File: src/rtl/indec_pkg.sv
// Shared definitions for the sequencing instruction decoder.
//   - opcode/op field constants
//   - one-hot nsel encodings for the register-file port
//   - FSM state enum
//   - sext_bit: one bit of a sign-extended immediate
package indec_pkg;

    localparam logic [2:0] OPC_ALU = 3'b101;
    localparam logic [2:0] OPC_MOV = 3'b110;

    localparam logic [1:0] OP_ADD  = 2'b00;
    localparam logic [1:0] OP_CMP  = 2'b01;
    localparam logic [1:0] OP_AND  = 2'b10;
    localparam logic [1:0] OP_MVN  = 2'b11;
    localparam logic [1:0] OP_MOVR = 2'b00;
    localparam logic [1:0] OP_MOVI = 2'b10;

    localparam logic [2:0] NSEL_NONE = 3'b000;
    localparam logic [2:0] NSEL_RN   = 3'b001;
    localparam logic [2:0] NSEL_RD   = 3'b010;
    localparam logic [2:0] NSEL_RM   = 3'b100;

    typedef enum logic [2:0] {
        ST_IDLE,
        ST_RD_RN,
        ST_RD_RM,
        ST_WR_RD,
        ST_WR_RN,
        ST_FIN
    } state_t;

    // Bit idx of v sign-extended from bit msb. Any idx above msb (including
    // idx >= 8) takes the sign bit, so the index into v is always in range.
    function automatic logic sext_bit(input logic [7:0] v, input logic [2:0] msb, input int idx);
        if (idx > int'(msb))
            return v[msb];
        else
            return v[idx[2:0]];
    endfunction

endpackage

File: src/rtl/indec_sched.sv
// Combinational schedule lookup for the sequencing decoder.
//   new_opcode/new_op : fields of the instruction being offered (first step)
//   cur_opcode/cur_op : fields of the latched instruction (step walk)
//   state             : current FSM state
//   first_state       : first state of the offered instruction's schedule
//   step_next         : state following the current step
//   step_last         : current step is the final one of the schedule
module indec_sched
    import indec_pkg::*;
(
    input  logic [2:0] new_opcode,
    input  logic [1:0] new_op,
    input  logic [2:0] cur_opcode,
    input  logic [1:0] cur_op,
    input  state_t     state,
    output state_t     first_state,
    output state_t     step_next,
    output logic       step_last
);

    always_comb begin
        first_state = ST_FIN;
        if (new_opcode == OPC_ALU) begin
            if (new_op == OP_MVN)
                first_state = ST_RD_RM;
            else
                first_state = ST_RD_RN;
        end else if (new_opcode == OPC_MOV) begin
            if (new_op == OP_MOVR)
                first_state = ST_RD_RM;
            else if (new_op == OP_MOVI)
                first_state = ST_WR_RN;
        end
    end

    // Only CMP stops after the Rm read; every other schedule that reads Rm
    // goes on to write Rd.
    always_comb begin
        step_next = ST_IDLE;
        step_last = 1'b0;
        case (state)
            ST_RD_RN: step_next = ST_RD_RM;
            ST_RD_RM: begin
                if (cur_opcode == OPC_ALU && cur_op == OP_CMP)
                    step_last = 1'b1;
                else
                    step_next = ST_WR_RD;
            end
            ST_WR_RD: step_last = 1'b1;
            ST_WR_RN: step_last = 1'b1;
            default: ;
        endcase
    end

endmodule

File: src/rtl/indec_seq.sv
// Registered, sequencing instruction decoder. Latches one instruction per
// valid/ready transfer, holds its decoded fields, and walks the register-file
// port through the instruction's read/write schedule one step per cycle.
//
// State table:
//   IDLE  | waiting for an instruction, in_ready=1
//   RD_RN | read step, nsel=Rn
//   RD_RM | read step, nsel=Rm
//   WR_RD | write step, nsel=Rd
//   WR_RN | write step, nsel=Rn (MOV immediate)
//   FIN   | zero-step instruction, one cycle
//
// Ports:
//   clk, reset (sync, active-high)
//   in[15:0], in_valid, in_ready       instruction handshake
//   stall                              hold current step
//   opcode, op, ALUop, shift, sximm5, sximm8   decoded fields of latched instr
//   nsel, readnum, writenum, step_rd, step_wr  register-port schedule
//   done, illegal                      completion / trap pulses
//
// Build option: INDEC_ILLEGAL_TRAP_EN defined makes unsupported opcodes pulse
// illegal instead of done.
module indec_seq
    import indec_pkg::*;
#(
    parameter int DW        = 16,
    parameter bit BACK2BACK = 1'b1
) (
    input  logic          clk,
    input  logic          reset,
    input  logic [15:0]   in,
    input  logic          in_valid,
    output logic          in_ready,
    input  logic          stall,
    output logic [2:0]    opcode,
    output logic [1:0]    op,
    output logic [1:0]    ALUop,
    output logic [1:0]    shift,
    output logic [DW-1:0] sximm5,
    output logic [DW-1:0] sximm8,
    output logic [2:0]    nsel,
    output logic [2:0]    readnum,
    output logic [2:0]    writenum,
    output logic          step_rd,
    output logic          step_wr,
    output logic          done,
    output logic          illegal
);

    state_t      state_q, state_d;
    state_t      first_state, step_next;
    logic        step_last;
    logic [15:0] instr_q;
    logic        in_step, step_end, fin, wrap, accept;
    logic [2:0]  regsel;

    indec_sched u_sched (
        .new_opcode  (in[15:13]),
        .new_op      (in[12:11]),
        .cur_opcode  (instr_q[15:13]),
        .cur_op      (instr_q[12:11]),
        .state       (state_q),
        .first_state (first_state),
        .step_next   (step_next),
        .step_last   (step_last)
    );

    always_ff @(posedge clk) begin
        if (reset) begin
            state_q <= ST_IDLE;
            instr_q <= '0;
        end else begin
            state_q <= state_d;
            if (accept)
                instr_q <= in;
        end
    end

    assign opcode = instr_q[15:13];
    assign op     = instr_q[12:11];
    assign ALUop  = instr_q[12:11];
    assign shift  = instr_q[4:3];

    for (genvar i = 0; i < DW; i++) begin : g_sext
        assign sximm5[i] = sext_bit(instr_q[7:0], 3'd4, i);
        assign sximm8[i] = sext_bit(instr_q[7:0], 3'd7, i);
    end

    always_comb begin
        nsel    = NSEL_NONE;
        step_rd = 1'b0;
        step_wr = 1'b0;
        case (state_q)
            ST_RD_RN: begin nsel = NSEL_RN; step_rd = 1'b1; end
            ST_RD_RM: begin nsel = NSEL_RM; step_rd = 1'b1; end
            ST_WR_RD: begin nsel = NSEL_RD; step_wr = 1'b1; end
            ST_WR_RN: begin nsel = NSEL_RN; step_wr = 1'b1; end
            default: ;
        endcase
    end

    always_comb begin
        regsel = 3'd0;
        case (nsel)
            NSEL_RN: regsel = instr_q[10:8];
            NSEL_RD: regsel = instr_q[7:5];
            NSEL_RM: regsel = instr_q[2:0];
            default: ;
        endcase
    end

    assign readnum  = regsel;
    assign writenum = regsel;

    assign in_step  = step_rd | step_wr;
    assign step_end = in_step & step_last & ~stall;
    assign fin      = (state_q == ST_FIN);
    // Cycle in which the current instruction finishes (normally or via FIN);
    // with BACK2BACK the next instruction may be taken in the same cycle.
    assign wrap     = step_end | fin;
    assign in_ready = (state_q == ST_IDLE) | (BACK2BACK & wrap);
    assign accept   = in_valid & in_ready;

`ifdef INDEC_ILLEGAL_TRAP_EN
    // With the trap enabled FIN is reached only by unsupported instructions.
    assign done    = step_end;
    assign illegal = fin;
`else
    assign done    = step_end | fin;
    assign illegal = 1'b0;
`endif

    always_comb begin
        state_d = state_q;
        if (state_q == ST_IDLE) begin
            if (accept)
                state_d = first_state;
        end else if (wrap) begin
            state_d = accept ? first_state : ST_IDLE;
        end else if (in_step && !stall) begin
            state_d = step_next;
        end
    end

endmodule

File: config.mk
export PLATFORM = sky130hd
export DESIGN_NAME = indec_seq
export DESIGN_NICKNAME = d
export VERILOG_FILES = /design/src/rtl/indec_pkg.sv /design/src/rtl/indec_sched.sv /design/src/rtl/indec_seq.sv
export SDC_FILE = /design/constraint.sdc
export NUM_CORES = 1
export LEC_CHECK = 0
export CAP_MARGIN = 15
export CORE_MARGIN = 5
export CORE_UTILIZATION = 38
export DETAILED_ROUTE_END_ITERATION = 12
export PLACE_DENSITY = 0.88
export SYNTH_ARGS = -nofsm -noshare
export SYNTH_HDL_FRONTEND = slang
export SYNTH_SLANG_ARGS = --single-unit
File: constraint.sdc
create_clock -name clk -period 1.78 [get_ports clk]
set_input_delay 0.445 -clock clk [delete_from_list [all_inputs] [get_ports clk]]
set_output_delay 0.445 -clock clk [all_outputs]
set_load 0.01 [all_outputs]
==> parameters.txt, run 1 <==
Parameter                              Value

Route
  Total Wirelength    5630 µm
  Initial DRC Count    127
  Total via count in the routed design    1723
  Number of detailed-routing iterations run before antenna repair    4
  Antenna viol nets, final    0
  Number of remaining DRC errors    0
  Via density per instance    5.44
  Wire length per cell    17.8 µm

Timing
  Minimum period implied by the final worst setup slack    1.91 ns
  Number of failing setup endpoints in the final timing report    8
  RSZ-0062 raised after global routing    yes
  Number of hold violations in the final report    0
  Max Clock Freq    523 MHz
  Fin Clk Skew    0.00354 ns
  Slew Viols, Final    0
  Final cycle utilization of the critical path    107%
  Worst path setup slack after routing    -0.132 ns

GRT
  Via count of the first global-routing pass    1696
  Number of antenna violations at the first check in global routing    0
  Maximum number of pins on one net before global-route repair    20
  Global routing usage summed across all routing layers    18.7%
  Wire length of the first global-routing pass    8140 µm
  GRT overflow    0

Die
  FP Rows    23
  Y dimension of the die    75.2 µm
  Core area    4060 µm²
  Area of the die    5650 µm²
  Initial core utilization    39.8%
  Die Span X    75.2 µm
  Io pins    75

Logic synthesis
  Share of synthesized cell area in full adder, half adder and majority cells    0%
  Sequential fraction of the synthesis area    23.6%
  Register bit total from synthesis    19
  Area share of the largest cell type after synthesis    23.6%
  Async set or reset register ratio after synthesis    0%
  Prevailing post-synth register cell    sky130_fd_sc_hd__dfxtp_1
  Biggest area consumer among synthesized cells    sky130_fd_sc_hd__dfxtp_1
  Simple-gate share of the synthesized area    13.9%
  Complex-gate fraction of the synthesized area    31.7%
  Yosys warning count    0
  Synth Area in XOR/XNOR    1.09%
  Syn Area/Cell    8.15 µm²
  Portion of netlist area occupied by mux cells    2.02%
  Syn_nets    218
  Top area cells in the synthesized netlist    sky130_fd_sc_hd__dfxtp_1 24%, sky130_fd_sc_hd__buf_4 21%, sky130_fd_sc_hd__o211ai_1 7.4%, sky130_fd_sc_hd__o31ai_1 7.4%, sky130_fd_sc_hd__a21oi_1 5.3%
  Post-synth EDFFs    0
  Number of library cell types mapped by synthesis    42
  Post-synthesis instance area    1610 µm²
  Synthesized instance count    198
  Largest family of logic cells by synthesized area    compound AO/OA/AOI/OAI gates

Final layout
  Fin util    63.6%
  Fraction of layout instances using a drive strength above 1    37.5%
  Count of placed standard cells in the final layout, fillers left out    317
  Layout overhead on the synthesized area    59.9%
  Net count, final    288
  Antenna fix cells    0

Clock tree
  Number of clock sinks    19
  Clock root cell    sky130_fd_sc_hd__clkbuf_8
  Clock-pin slew on the worst setup and hold paths    0.07 ns
  CTS buffer count    3
  TritonCTS clock tree    yes
  H-tree levels    1
  Buffers from clock root to sink, at most    2
  Worst-Skew Late Latency    0.26 ns

Hold path
  Cell depth of the worst min-delay path    2
  Worst min-delay path endpoint    instr_q[3]
  Classification of the worst-slack hold path    register to register
  Hold wc startpoint    instr_q[3]

Setup path
  Worst endpoint required time    1.33 ns
  Reg2Reg Setup Slack    0.07 ns
  Launch point of the worst reg-to-reg path    state_q[2]
  CP Capture Type    output pin
  Category of the most critical setup path    register to output pin
  Cell depth of the worst flop-to-flop path    7
  Crit start category    register
  Arrival time at the worst endpoint    1.47 ns
  Largest fanout of any net on the critical path    6
  Reg-to-reg endpoint    instr_q[10]

Power and ir drop
  Leakage    1.19 nW
  Cell area power density    1310 nW/µm²
  Worst IR Drop VDD    0.000462 V
  Post-layout total power    3.38 mW

Placement
  Routability-driven placement congestion ratio    0.901
  Post-detailed-placement half-perimeter wirelength    3630 µm
  Placed Cells incl. Taps    302
  PortBufs    73

Outcome
  Violations in the final reports    negative setup slack
  Status    finished with violations

Job
  Max-cap violations    0
==> final cells by class <==
cell class	instances	area, µm²
Clock buffer	4	45.0
Fill cell	313	1480
Inverter	4	17.5
Multi-Input combinational cell	113	895
Sequential cell	19	392
Tap cell	50	62.6
Timing Repair Buffer	127	1170
==> flip-flops by register name, indices dropped and copies added, names as in the netlist <==
register / flops
instr_q: 16
state_q: 3
==> repair_timing <==
action,4_1_cts,5_1_grt
resized for setup,69,32
setup endpoints to repair,46,35
buffers inserted,7,6
gates cloned,0,0
hold buffers,0,0
endpoints found under the hold margin,0,0
pin swaps,5,6
==> worst max-delay path, cell delays in order (launching register included) <==
cell,delay [ns]
sky130_fd_sc_hd__dfxtp_4,0.41
sky130_fd_sc_hd__buf_6,0.12
sky130_fd_sc_hd__mux2_4,0.30
sky130_fd_sc_hd__a22oi_2,0.14
sky130_fd_sc_hd__o21ai_2,0.10
sky130_fd_sc_hd__buf_2,0.14
==> metal layers <==
layer | track usage (%) | vias up | wire length [µm]
li1 | - | 810 | -
met1 | 22.0 | 817 | 2080
met2 | 33.5 | 78 | 3000
met3 | 3.34 | 18 | 370
met4 | 7.18 | 0 | 183
met5 | 0 | - | 0
==> kinds of logic (layout without fill, tap and decap cells) <==
family,after synthesis,in the layout
buffers and inverters,66,135
multiplexers,3,3
other,1,1
XOR/XNOR,2,2
AND/OR/NAND/NOR,35,35
flip-flops,19,19
AO/OA/AOI/OAI,72,72
==> metrics by stage <==
step / setup slack, ns / instance area, µm² / TNS, ns / hold slack [ns]
after global routing: -0.191 / 2580 / -1.02 / 0.538
after global placement: -0.672 / 2320 / -11.26 / 0.468
after CTS: -0.0987 / 2440 / -0.501 / 0.519
after detailed placement: -0.712 / 2320 / -12.50 / 0.490
after floorplan: -0.0119 / 1620 / -0.0238 / 0.449
final: -0.132 / 2580 / -0.602 / 0.518
==> worst max path at each step <==
stage	start	end	slack, ns	cells past startpoint
6_report	state_q[0]	writenum[0]	-0.13	5
5_1_grt	state_q[0]	readnum[0]	-0.19	5
4_1_cts	state_q[0]	writenum[0]	-0.1	5
3_5_place_dp	stall	in_ready	-0.71	6
3_3_place_gp	stall	in_ready	-0.67	6
2_1_floorplan	state_q[2]	writenum[0]	-0.01	6
==> synthesized netlist by cell type, types with 2 or more instances <==
cell type / number
sky130_fd_sc_hd__buf_4: 46
sky130_fd_sc_hd__o211ai_1: 16
sky130_fd_sc_hd__buf_6: 2
sky130_fd_sc_hd__nand2_1: 9
sky130_fd_sc_hd__xnor2_1: 2
sky130_fd_sc_hd__inv_1: 3
sky130_fd_sc_hd__nor2_1: 9
sky130_fd_sc_hd__dfxtp_1: 19
sky130_fd_sc_hd__o21ai_1: 3
sky130_fd_sc_hd__a21oi_1: 17
sky130_fd_sc_hd__clkbuf_1: 7
sky130_fd_sc_hd__o31ai_1: 16
sky130_fd_sc_hd__mux2_2: 2
sky130_fd_sc_hd__nor2b_1: 3
sky130_fd_sc_hd__buf_2: 7
sky130_fd_sc_hd__a22oi_1: 3
sky130_fd_sc_hd__nand4bb_1: 3
sky130_fd_sc_hd__o21ai_0: 7
==> layout by cell type (no fill, tap or decap), drive strengths merged, types with 4 or more instances in the layout <==
master and n:
buf 66, o31ai 16, nand2 9, inv 4, o211ai 17, nor2 9
o21ai 10, dfxtp 19, a21oi 17, clkdlybuf4s50 51, clkbuf 5, dlymetal6s2s 8
==> power breakdown <==
group          total [mW]  internal [mW]  switching [mW]
clock               0.300          0.159           0.141
sequential          0.645          0.532           0.112
combinational        2.44           1.31            1.12
Power figures use the tool's default switching activity.
==> run 2, diff against run 1 <==
--- a/config.mk
+++ b/config.mk
@@ -9,7 +9,7 @@
 export CORE_MARGIN = 5
 export CORE_UTILIZATION = 38
 export DETAILED_ROUTE_END_ITERATION = 12
-export PLACE_DENSITY = 0.88
+export PLACE_DENSITY = 0.78
 export SYNTH_ARGS = -nofsm -noshare
 export SYNTH_HDL_FRONTEND = slang
 export SYNTH_SLANG_ARGS = --single-unit
==> constraint.sdc (replaced) <==
create_clock -name clk -period 1.78 [get_ports clk]
set_input_delay 0.445 -clock clk [delete_from_list [all_inputs] [get_ports clk]]
set_output_delay 0.445 -clock clk [all_outputs]
set_load 0.05 [all_outputs]
==> run 2 against run 1 <==
Against the previous run:
- the flow still finishes with violations (negative setup slack)
- via count down 3.7%
- critical path type unchanged
- largest power group unchanged
- die area unchanged
- cell count fell by 4.1%
- combinational power increased by 53%
- routed wire length down 7.2%
- sequential cell count unchanged
- first-iteration DRC count is 33% higher
- register-to-register slack improved by 0.11 ns
- maximum frequency increased by 0.99%
- sequential share of layout area shrank 1.6 points
- utilization increased by 8.3 points
- count of clock-buffer cells in the layout down 1
==> parameters.txt, run 2 (same netlist as run 1, synthesis figures left out) <==
Parameter                              Value

Setup path
  Reg2Reg Setup Slack    0.18 ns
  Cell depth of the worst flop-to-flop path    5
  Crit start category    register
  Category of the most critical setup path    register to output pin
  Launch point of the worst reg-to-reg path    instr_q[12]
  Arrival time at the worst endpoint    1.45 ns
  Worst path bufs/invs    1
  Worst-path cell chain    mux2_4 > a22oi_2 > o21ai_4 > buf_12
  Top Family by Delay on Critical Path    flip-flops
  CP Capture Type    output pin
  Slowest library cell on the worst path    sky130_fd_sc_hd__dfxtp_4
  Largest fanout of any net on the critical path    6
  Reg-to-reg endpoint    instr_q[1]
  Worst endpoint required time    1.33 ns
  Worst path max stage delay    0.41 ns

Die
  FP Rows    23
  Die Span X    75.2 µm
  Core area    4060 µm²
  Area of the die    5650 µm²
  Io pins    75
  Y dimension of the die    75.2 µm
  Initial core utilization    39.8%

Placement
  PortBufs    73
  Routability-driven placement congestion ratio    0.919
  Pre-CTS setup slack    -0.432 ns
  Post-detailed-placement half-perimeter wirelength    3690 µm

Power and ir drop
  Share of power burned in combinational logic    79.1%
  Share of total power in the clock network    6.5%
  Internal power    2.39 mW
  Worst IR Drop VDD    0.000901 V
  Leakage    1.18 nW
  Reported net switching power    2.32 mW
  Proportion of total power due to net switching    49.2%
  Sequential Power Share    14.4%
  Post-layout total power    4.71 mW
  Cell area power density    1620 nW/µm²

GRT
  Number of antenna violations at the first check in global routing    0
  Global routing usage summed across all routing layers    17.6%
  GRT overflow    0
  Maximum number of pins on one net before global-route repair    20
  Via count of the first global-routing pass    1643
  Wire length of the first global-routing pass    7910 µm

Route
  Total Wirelength    5230 µm
  Number of detailed-routing iterations run before antenna repair    4
  Wire length per cell    17.2 µm
  Initial DRC Count    169
  Total via count in the routed design    1660
  Number of remaining DRC errors    0
  Via density per instance    5.46
  Antenna viol nets, final    0

Timing
  Worst hold slack across all endpoints    0.503 ns
  Minimum period implied by the final worst setup slack    1.89 ns
  Slew Viols, Final    0
  RSZ-0062 raised after global routing    yes
  Final cycle utilization of the critical path    106%
  Fin Clk Skew    0.00216 ns
  Number of hold violations in the final report    0
  Number of failing setup endpoints in the final timing report    10
  Worst path setup slack after routing    -0.113 ns
  Setup TNS    -0.781 ns
  Max Clock Freq    528 MHz

Clock tree
  Quantity of hold-fixing buffers added after cts    0
  CTS buffer count    3
  TritonCTS clock tree    yes
  Clock-pin slew on the worst setup and hold paths    0.07 ns
  Number of clock sinks    19
  H-tree levels    1
  Buffers from clock root to sink, at most    2
  Worst-Skew Late Latency    0.26 ns
  Clock root cell    sky130_fd_sc_hd__clkbuf_8

Outcome
  Violations in the final reports    negative setup slack
  Status    finished with violations

Final layout
  Largest register FFs    16
  Commonest non-fill, non-tap cells in the layout    54 x sky130_fd_sc_hd__buf_4, 38 x sky130_fd_sc_hd__buf_12, 18 x sky130_fd_sc_hd__clkdlybuf4s50_1, 17 x sky130_fd_sc_hd__a21oi_1
  Antenna fix cells    0
  Largest registers    instr_q x16, state_q x3
  Fraction of layout instances using a drive strength above 1    54.3%
  Largest Register    instr_q
  Layout overhead on the synthesized area    80.7%
  Most common cell after layout, fill and taps aside    sky130_fd_sc_hd__buf_4
  Net count, final    275

Job
  Max-cap violations    0

Hold path
  Worst min-delay path endpoint    instr_q[6]
  Classification of the worst-slack hold path    register to register
  Cell depth of the worst min-delay path    2
  Hold wc startpoint    instr_q[6]
## run 2: cell type report
class,count,area (µm²)
clock buffer,3,41.3
clock inverter,1,5.00
fill,266,1140
inverter,4,20.0
multi-input combinational,113,985
sequential,19,397
tap,50,62.6
timing repair buffer,114,1410
## run 2: routing by layer
metal  wire [µm]  vias to the layer above  share of wire (%)  GRT usage (%)
li1            -                      793                  -              -
met2        2840                       68                 54           30.9
met4          99                        0                1.9           7.57
met5           0                        -                  0              0
met1        2020                      788                 39           21.5
met3         266                       11                5.1           2.14
## run 2: how the worst max path moves through the flow
stage               startpoint          end  slack, ns  cells past startpoint
floorplan           state_q[2]  writenum[2]      -0.12                      6
global placement         stall   state_q[0]      -0.41                      6
detailed placement       stall   state_q[0]      -0.43                      6
CTS                 state_q[0]  writenum[0]      -0.11                      4
global route        state_q[1]  writenum[1]      -0.18                      5
finish              state_q[0]  writenum[1]      -0.11                      4
## run 2: timing repair
action / in CTS / in global routing
pin swaps: 11 / 11
resized for setup: 20 / 13
buffers inserted: 6 / 3
setup endpoints to repair: 31 / 13
gates cloned: 1 / 0
## run 2: tightest hold or removal path, stage by stage (launching register included)
cell                      delay, ns
sky130_fd_sc_hd__dfxtp_1       0.33
sky130_fd_sc_hd__o31ai_1       0.07
sky130_fd_sc_hd__a21oi_1       0.06
## run 2: power groups by stage
stage          registers (mW)  logic (mW)  clock network, mW
2_1_floorplan           0.633        2.31                  0
3_3_place_gp            0.643        3.31                  0
3_5_place_dp            0.649        3.34                  0
4_1_cts                 0.665        3.61              0.310
5_1_grt                 0.692        3.88              0.327
6_report                0.678        3.73              0.308
## run 2: per-stage QoR
step / cell area, µm² / std cells / util, %
floorplan: 1790 / 198 / -
global placement: 2650 / 290 / 65.3
detailed placement: 2650 / 290 / 65.3
CTS: 2850 / 301 / 70.3
global route: 2920 / 304 / 71.9
finish: 2920 / 304 / 71.9
